`src/rtl/alu_pkg.sv`:
```
// Shared types for the multi-cycle ALU: op encoding, flag bundle
// and FSM states.
package alu_pkg;

   localparam int ALU_OP_W = 3;

   typedef enum logic [ALU_OP_W-1:0] {
      OP_ADD = 3'b000,
      OP_SUB = 3'b001,
      OP_AND = 3'b010,
      OP_OR  = 3'b011,
      OP_SLT = 3'b100,
      OP_MUL = 3'b101,
      OP_DIV = 3'b110,
      OP_XOR = 3'b111
   } alu_op_e;

   typedef struct packed {
      logic zero;
      logic carry;
      logic overflow;
      logic negative;
      logic div_zero;
   } alu_flags_t;

   typedef enum logic [1:0] {
      S_IDLE,
      S_BUSY,
      S_DONE
   } alu_state_e;

endpackage

```
`src/rtl/alu_mc_if.sv`:
```
// Request/response bundle of the multi-cycle ALU; master drives
// requests, slave is the ALU.
interface alu_mc_if #(
   parameter int WIDTH = 32
);
   import alu_pkg::*;

   logic                in_valid;
   logic                in_ready;
   logic [ALU_OP_W-1:0] op;
   logic                sign_mode;
   logic [WIDTH-1:0]    a;
   logic [WIDTH-1:0]    b;
   logic                out_valid;
   logic                out_ready;
   logic [WIDTH-1:0]    result;
   logic [WIDTH-1:0]    upper;
   logic                zero;
   logic                carry;
   logic                overflow;
   logic                negative;
   logic                div_zero;

   modport master (
      output in_valid, op, sign_mode, a, b, out_ready,
      input  in_ready, out_valid, result, upper,
      input  zero, carry, overflow, negative, div_zero
   );

   modport slave (
      input  in_valid, op, sign_mode, a, b, out_ready,
      output in_ready, out_valid, result, upper,
      output zero, carry, overflow, negative, div_zero
   );

endinterface

```
`src/rtl/alu_divider.sv`:
```
// Restoring divider on operand magnitudes, one quotient bit per cycle;
// signs are reapplied to quotient/remainder at the output.
module alu_divider #(
   parameter int WIDTH = 32
) (
   input  logic             clk,
   input  logic             rst,
   input  logic             start,
   input  logic             sign_mode,
   input  logic [WIDTH-1:0] dividend,
   input  logic [WIDTH-1:0] divisor,
   output logic             done,
   output logic [WIDTH-1:0] quotient,
   output logic [WIDTH-1:0] remainder,
   output logic             overflow
);
   localparam int CW  = $clog2(WIDTH + 1);
   localparam int MSB = WIDTH - 1;

   logic             busy_q;
   logic [CW-1:0]    cnt_q;
   logic [WIDTH-1:0] rem_q, quo_q, dvs_q;
   logic             neg_quo_q, neg_rem_q, ovf_q;
   logic [WIDTH-1:0] mag_a, mag_b;
   logic [2*WIDTH-1:0] first, next;

   function automatic logic [2*WIDTH-1:0] step(
      input logic [WIDTH-1:0] rem,
      input logic [WIDTH-1:0] quo,
      input logic [WIDTH-1:0] dvs
   );
      logic [WIDTH:0] sh;
      logic [WIDTH:0] tr;
      sh = {rem, quo[MSB]};
      tr = sh - {1'b0, dvs};
      if (tr[WIDTH])
         return {sh[MSB:0], quo[MSB-1:0], 1'b0};
      return {tr[MSB:0], quo[MSB-1:0], 1'b1};
   endfunction

   assign mag_a = (sign_mode && dividend[MSB]) ? -dividend : dividend;
   assign mag_b = (sign_mode && divisor[MSB]) ? -divisor : divisor;

   // The start edge already performs the first iteration.
   assign first = step('0, mag_a, mag_b);
   assign next  = step(rem_q, quo_q, dvs_q);

   assign done      = busy_q && (cnt_q == CW'(WIDTH));
   assign quotient  = neg_quo_q ? -quo_q : quo_q;
   assign remainder = neg_rem_q ? -rem_q : rem_q;
   assign overflow  = ovf_q;

   always_ff @(posedge clk) begin
      if (rst) begin
         busy_q    <= 1'b0;
         cnt_q     <= '0;
         rem_q     <= '0;
         quo_q     <= '0;
         dvs_q     <= '0;
         neg_quo_q <= 1'b0;
         neg_rem_q <= 1'b0;
         ovf_q     <= 1'b0;
      end else if (start) begin
         busy_q         <= 1'b1;
         cnt_q          <= CW'(1);
         {rem_q, quo_q} <= first;
         dvs_q          <= mag_b;
         neg_quo_q      <= sign_mode & (dividend[MSB] ^ divisor[MSB]);
         neg_rem_q      <= sign_mode & dividend[MSB];
         ovf_q          <= sign_mode
                           && (dividend == {1'b1, {(WIDTH-1){1'b0}}})
                           && (divisor == '1);
      end else if (done) begin
         busy_q <= 1'b0;
         cnt_q  <= '0;
      end else if (busy_q) begin
         {rem_q, quo_q} <= next;
         cnt_q          <= cnt_q + 1'b1;
      end
   end

endmodule

```
`src/rtl/alu_mc.sv`:
```
// Multi-cycle ALU: single-cycle add/sub/logic/slt/mul, iterative
// divide, valid/ready on both request and result sides.
module alu_mc #(
   parameter int WIDTH = 32
) (
   input  logic     clk,
   input  logic     rst,
   alu_mc_if.slave  bus
);
   import alu_pkg::*;

   localparam int MSB = WIDTH - 1;

   alu_state_e state_q, state_d;
   alu_op_e    op_e;
   alu_flags_t fl_q, fl_d, div_fl;

   logic             accept, div_go, div_done, div_ovf, sm, slt;
   logic [WIDTH-1:0] a, b, res_q, up_q, res_d, up_d, div_q, div_r;
   logic [WIDTH:0]   sum, diff;
   logic [2*WIDTH-1:0] ext_a, ext_b, prod;

   assign op_e = alu_op_e'(bus.op);
   assign sm   = bus.sign_mode;
   assign a    = bus.a;
   assign b    = bus.b;

   assign bus.in_ready  = (state_q == S_IDLE);
   assign bus.out_valid = (state_q == S_DONE);
   assign accept        = bus.in_valid && bus.in_ready;
   assign div_go        = accept && (op_e == OP_DIV) && (b != '0);

   always_comb begin
      state_d = state_q;
      unique case (state_q)
         S_IDLE: if (accept) state_d = div_go ? S_BUSY : S_DONE;
         S_BUSY: if (div_done) state_d = S_DONE;
         S_DONE: if (bus.out_ready) state_d = S_IDLE;
         default: state_d = S_IDLE;
      endcase
   end

   always_comb begin
      sum   = {1'b0, a} + {1'b0, b};
      diff  = {1'b0, a} - {1'b0, b};
      ext_a = sm ? {{WIDTH{a[MSB]}}, a} : {{WIDTH{1'b0}}, a};
      ext_b = sm ? {{WIDTH{b[MSB]}}, b} : {{WIDTH{1'b0}}, b};
      prod  = ext_a * ext_b;
      slt   = sm ? ($signed(a) < $signed(b)) : (a < b);
      res_d = '0;
      up_d  = '0;
      fl_d  = '0;
      unique case (op_e)
         OP_ADD: begin
            res_d       = sum[MSB:0];
            fl_d.carry  = sum[WIDTH];
            fl_d.overflow = sm & (a[MSB] == b[MSB]) & (sum[MSB] != a[MSB]);
         end
         OP_SUB: begin
            res_d       = diff[MSB:0];
            fl_d.carry  = diff[WIDTH];
            fl_d.overflow = sm & (a[MSB] != b[MSB]) & (diff[MSB] != a[MSB]);
         end
         OP_AND: res_d = a & b;
         OP_OR:  res_d = a | b;
         OP_XOR: res_d = a ^ b;
         OP_SLT: res_d = {{(WIDTH-1){1'b0}}, slt};
         OP_MUL: begin
            res_d = prod[MSB:0];
            up_d  = prod[2*WIDTH-1:WIDTH];
            fl_d.overflow = sm ? (up_d != {WIDTH{prod[MSB]}})
                               : (up_d != '0);
         end
         // Only the divide-by-zero case resolves here.
         OP_DIV: begin
            res_d         = '1;
            up_d          = a;
            fl_d.div_zero = 1'b1;
         end
         default: res_d = '0;
      endcase
      fl_d.zero     = (res_d == '0);
      fl_d.negative = res_d[MSB];
   end

   always_comb begin
      div_fl          = '0;
      div_fl.zero     = (div_q == '0);
      div_fl.negative = div_q[MSB];
      div_fl.overflow = div_ovf;
   end

   alu_divider #(.WIDTH(WIDTH)) u_div (
      .clk       (clk),
      .rst       (rst),
      .start     (div_go),
      .sign_mode (sm),
      .dividend  (a),
      .divisor   (b),
      .done      (div_done),
      .quotient  (div_q),
      .remainder (div_r),
      .overflow  (div_ovf)
   );

   always_ff @(posedge clk) begin
      if (rst) begin
         state_q <= S_IDLE;
         res_q   <= '0;
         up_q    <= '0;
         fl_q    <= '0;
      end else begin
         state_q <= state_d;
         if (accept && !div_go) begin
            res_q <= res_d;
            up_q  <= up_d;
            fl_q  <= fl_d;
         end else if (state_q == S_BUSY && div_done) begin
            res_q <= div_q;
            up_q  <= div_r;
            fl_q  <= div_fl;
         end
      end
   end

   assign bus.result   = res_q;
   assign bus.upper    = up_q;
   assign bus.zero     = fl_q.zero;
   assign bus.carry    = fl_q.carry;
   assign bus.overflow = fl_q.overflow;
   assign bus.negative = fl_q.negative;
   assign bus.div_zero = fl_q.div_zero;

endmodule

```
`src/flat_wrapper.sv`:
```
// flat-port wrapper written by rule: the top's interface ports become plain ports
module alu_mc_flat import alu_pkg::*;
#(
   parameter int WIDTH = 32
)
  (clk, rst, bus_in_valid, bus_op, bus_sign_mode, bus_a, bus_b, bus_out_ready, bus_in_ready, bus_out_valid, bus_result, bus_upper, bus_zero, bus_carry, bus_overflow, bus_negative, bus_div_zero);
  alu_mc_if #(.WIDTH(WIDTH)) bus_i ();
  input  logic clk;
  input  logic rst;
  input wire logic [$bits(bus_i.in_valid)-1:0] bus_in_valid;
  input wire logic [$bits(bus_i.op)-1:0] bus_op;
  input wire logic [$bits(bus_i.sign_mode)-1:0] bus_sign_mode;
  input wire logic [$bits(bus_i.a)-1:0] bus_a;
  input wire logic [$bits(bus_i.b)-1:0] bus_b;
  input wire logic [$bits(bus_i.out_ready)-1:0] bus_out_ready;
  output wire logic [$bits(bus_i.in_ready)-1:0] bus_in_ready;
  output wire logic [$bits(bus_i.out_valid)-1:0] bus_out_valid;
  output wire logic [$bits(bus_i.result)-1:0] bus_result;
  output wire logic [$bits(bus_i.upper)-1:0] bus_upper;
  output wire logic [$bits(bus_i.zero)-1:0] bus_zero;
  output wire logic [$bits(bus_i.carry)-1:0] bus_carry;
  output wire logic [$bits(bus_i.overflow)-1:0] bus_overflow;
  output wire logic [$bits(bus_i.negative)-1:0] bus_negative;
  output wire logic [$bits(bus_i.div_zero)-1:0] bus_div_zero;
  assign bus_i.in_valid = bus_in_valid;
  assign bus_i.op = bus_op;
  assign bus_i.sign_mode = bus_sign_mode;
  assign bus_i.a = bus_a;
  assign bus_i.b = bus_b;
  assign bus_i.out_ready = bus_out_ready;
  assign bus_in_ready = bus_i.in_ready;
  assign bus_out_valid = bus_i.out_valid;
  assign bus_result = bus_i.result;
  assign bus_upper = bus_i.upper;
  assign bus_zero = bus_i.zero;
  assign bus_carry = bus_i.carry;
  assign bus_overflow = bus_i.overflow;
  assign bus_negative = bus_i.negative;
  assign bus_div_zero = bus_i.div_zero;
  alu_mc #(.WIDTH(WIDTH)) u_core (.clk(clk), .rst(rst), .bus(bus_i));
endmodule
```
`config.mk`:
```
export PLATFORM = sky130hd
export DESIGN_NAME = alu_mc_flat
export DESIGN_NICKNAME = d
export VERILOG_FILES = /design/src/rtl/alu_pkg.sv /design/src/rtl/alu_mc_if.sv /design/src/rtl/alu_divider.sv /design/src/rtl/alu_mc.sv /design/src/flat_wrapper.sv
export SDC_FILE = /design/constraint.sdc
export NUM_CORES = 2
export LEC_CHECK = 0
export ABC_AREA = 1
export CAP_MARGIN = 20
export CORE_UTILIZATION = 69
export CTS_BUF_LIST = sky130_fd_sc_hd__clkbuf_2 sky130_fd_sc_hd__clkbuf_4 sky130_fd_sc_hd__clkbuf_8
export CTS_CLUSTER_SIZE = 25
export DETAILED_ROUTE_END_ITERATION = 8
export DONT_BUFFER_PORTS = 1
export PLACE_DENSITY = 0.85
export SLEW_MARGIN = 20
export SYNTH_ARGS = -nofsm -noshare
export SYNTH_HDL_FRONTEND = slang
export SYNTH_SLANG_ARGS = --single-unit
export TNS_END_PERCENT = 100
```
`constraint.sdc`:
```
create_clock -name clk -period 11.7 [get_ports clk]
set_input_delay 0.585 -clock clk [delete_from_list [all_inputs] [get_ports clk]]
set_output_delay 0.585 -clock clk [all_outputs]
set_load 0.05 [all_outputs]
```
==> run metrics <==
status=complete, but fails checks; failing checks=DRC; post-route cell area=70360 µm²; Clock Sinks=176; placed cell area=69940 µm²; unrepaired setup endpoints after global routing=no; row cnt=116; CTS Buf Count=17; largest family of logic cells by synthesized area=adder cells; most frequent cells in the layout=inv_1 (2744), nand2_1 (2184), fa_1 (1422); Hold Path Class=in2reg; drt first pass iters=9; WL final=287600 µm; Routed WL per cell=27.30 µm; H-tree depth=4; Synth area leader=fa_1; GP Congestion=1.138; Critical Path Max Stage Delay=1.02 ns; Req. time, crit path=12.15 ns; Post-Route Skew=0.01753 ns; Post-Syn Area=69600 µm²; worst slew margin relative to its limit=0.1574; CP Data Arrival Time=11.22 ns; initial core utilization=0.6960; leading cell type in the layout, fill and taps excluded=inv_1; root buffer cell=clkbuf_8; DRC viols=1; sequential element share of the synthesized area=0.05062; Synth Area in Compound Gates=0.07575; fmax=0.09283 GHz; layout cells sized above 1=0.02028; slowest CP cell=o221ai_1; first-pass GRT wire length=424000 µm; vias in the first global route=68900; placed insts=10490; Post-Synth Simple-Gate Area=0.1889; number of gates resized after CTS=0; area grow syn2layout=1.082%; clk slew on worst S/H paths=0.11 ns; asr flop ratio synth=0; Max Buffers Root-to-Sink=2; Setup Buffers After CTS=0; crit-path max FO=34; main area contributors after synthesis=fa_1 (41%), inv_1 (15%), nand2_1 (12%), ha_1 (8.0%), dfxtp_1 (5.1%); die area=102100 µm²; Slew @ Worst Pin=1.264 ns; Via-to-Cell Ratio=6.314; hpwl dp=221700 µm; initial antenna violation count=17; final max-slew violation count=0; Startpoint Class=input port; CTS tree=built; Crit path top cell by count=fa_1; Die H=319.6 µm; clk_lat worst skew=0.52 ns; post-synth top area share=0.4090; Syn Nets=11490; max-capacitance violation count=0; post-synthesis mux area share=0; xor and xnor area share after synthesis=0.02278; Yosys reg bits=176; Critical Path Sink Type=flop; gr usage total=0.5721; final worst-path cycle share=0.9208; Routed Antenna Nets=0; adder-cell area share of the yosys netlist=0.4890; Nets=11150; fin crit period=10.77 ns; Die Wd=319.6 µm; initial DRC count=9821; Syn Area/Cell=7.286 µm²; post-synth cell types=64; via count=66520; Finished Layout Cells=10540; cts hold-fix bufs=0; Port Buffers=0; final setup fails=0; Gate Count Post-Synth=9553; I/O Pins=143; Setup TNS=0 ns; EDFF count, synth=0; largest net degree at the start of global routing=82; Final Hold Vio Count=0; CP Class=in2reg; Synth Flop Type=dfxtp_1; Yosys warning count=0; core area=100000 µm²; grt ovf=0
synth_stat cells (3+ instances only):
| cell | instances |
|---|---|
| a21oi_1 | 351 |
| a31oi_1 | 25 |
| a221oi_1 | 17 |
| nand3_2 | 24 |
| clkinv_1 | 3 |
| nor3_2 | 7 |
| o21a_1 | 6 |
| o21ai_1 | 28 |
| buf_1 | 39 |
| nor2_2 | 7 |
| a22oi_1 | 5 |
| nor2_4 | 4 |
| a211oi_1 | 23 |
| o221ai_1 | 20 |
| buf_2 | 37 |
| or2_2 | 22 |
| inv_2 | 34 |
| o2111ai_1 | 6 |
| o22ai_1 | 61 |
| inv_1 | 2745 |
| xor2_1 | 143 |
| nor4_1 | 23 |
| nand3_1 | 252 |
| ha_1 | 445 |
| nand2_1 | 2186 |
| dfxtp_1 | 176 |
| buf_6 | 4 |
| clkbuf_1 | 314 |
| o21bai_1 | 19 |
| nor2_1 | 525 |
| o21ai_0 | 288 |
| a21o_1 | 12 |
| nand3b_1 | 11 |
| o31ai_1 | 7 |
| o211ai_1 | 40 |
| fa_1 | 1422 |
| a21boi_1 | 5 |
| nor3_1 | 73 |
| xnor2_1 | 38 |
| nand4_1 | 72 |
sequential cells by signal, indices dropped and copies added (netlist names):
| register | count |
|---|---|
| u_core.bus.overflow | 1 |
| u_core.u_div.neg_quo_q | 1 |
| u_core.u_div.neg_rem_q | 1 |
| u_core.u_div.quo_q | 32 |
| u_core.bus.div_zero | 1 |
| u_core.u_div.cnt_q | 6 |
| u_core.u_div.dvs_q | 32 |
| u_core.state_q | 2 |
| u_core.bus.upper | 32 |
| u_core.bus.zero | 1 |
| u_core.bus.result | 32 |
| u_core.u_div.rem_q | 32 |
| u_core.bus.carry | 1 |
| u_core.u_div.overflow | 1 |
| u_core.u_div.busy_q | 1 |
per-stage QoR:
step	util	hold slack [ns]	setup slack [ns]
final	0.7036	0.1146	0.9271
after CTS	0.7031	0.1095	1.397
after detailed placement	0.6994	0.4489	0.8611
after global placement	0.6994	0.4510	1.040
after floorplan	-	0.4231	1.719
after global routing	0.7032	0.1163	0.6772
kinds of logic after synthesis:
| kind of cell | after synthesis |
|---|---|
| compound gates | 929 |
| xor+xnor | 181 |
| fa+ha+maj | 1867 |
| buf+inv | 3181 |
| flops | 176 |
| simple gates | 3219 |
worst max-delay path, delay by kind of cell:
family | cells | cell delay, ns
AO/OA/AOI/OAI | 3 | 1.43
adder cells (fa/ha/maj) | 10 | 4.77
buffers and inverters | 8 | 0.99
AND/OR/NAND/NOR | 13 | 3.39
area by class of cell:
cell class | instances | area [µm²]
repair buffers | 35 | 262.8
clock buffers | 20 | 262.8
inverters | 2784 | 10460
flip-flops and latches | 176 | 3523
diodes | 15 | 37.54
multi-input cells | 6196 | 54080
well taps | 1298 | 1624
fillers | 7633 | 29640
clock inverters | 12 | 103.9
per-layer routing:
layer / wire length [µm] / GRT usage / vias to the layer above
met5: 104 / 0.002837 / -
met4: 31060 / 0.4681 / 14
met3: 48760 / 0.2623 / 2087
met2: 115900 / 0.8047 / 6165
met1: 91840 / 0.6689 / 31170
li1: - / - / 27090
final timing paths:
check	startpoint	end	slack, ns	depth (start not counted)
setup / recovery	bus_b[31]	u_core.bus.upper[9]$_SDFFE_PP0P_	0.93	34
hold / removal	rst	u_core.bus.carry$_SDFFE_PP0P_	0.11	1
setup reg to reg	u_core.state_q[1]$_SDFFE_PP0P_	u_core.bus.upper[20]$_SDFFE_PP0P_	6.98	11
hold reg to reg	u_core.u_div.cnt_q[5]$_SDFFE_PP0P_	u_core.u_div.cnt_q[5]$_SDFFE_PP0P_	0.48	2
Power is left out: the tool's default activity adds up to more than one toggle a clock period on the data nets, which glitch-free logic cannot reach.
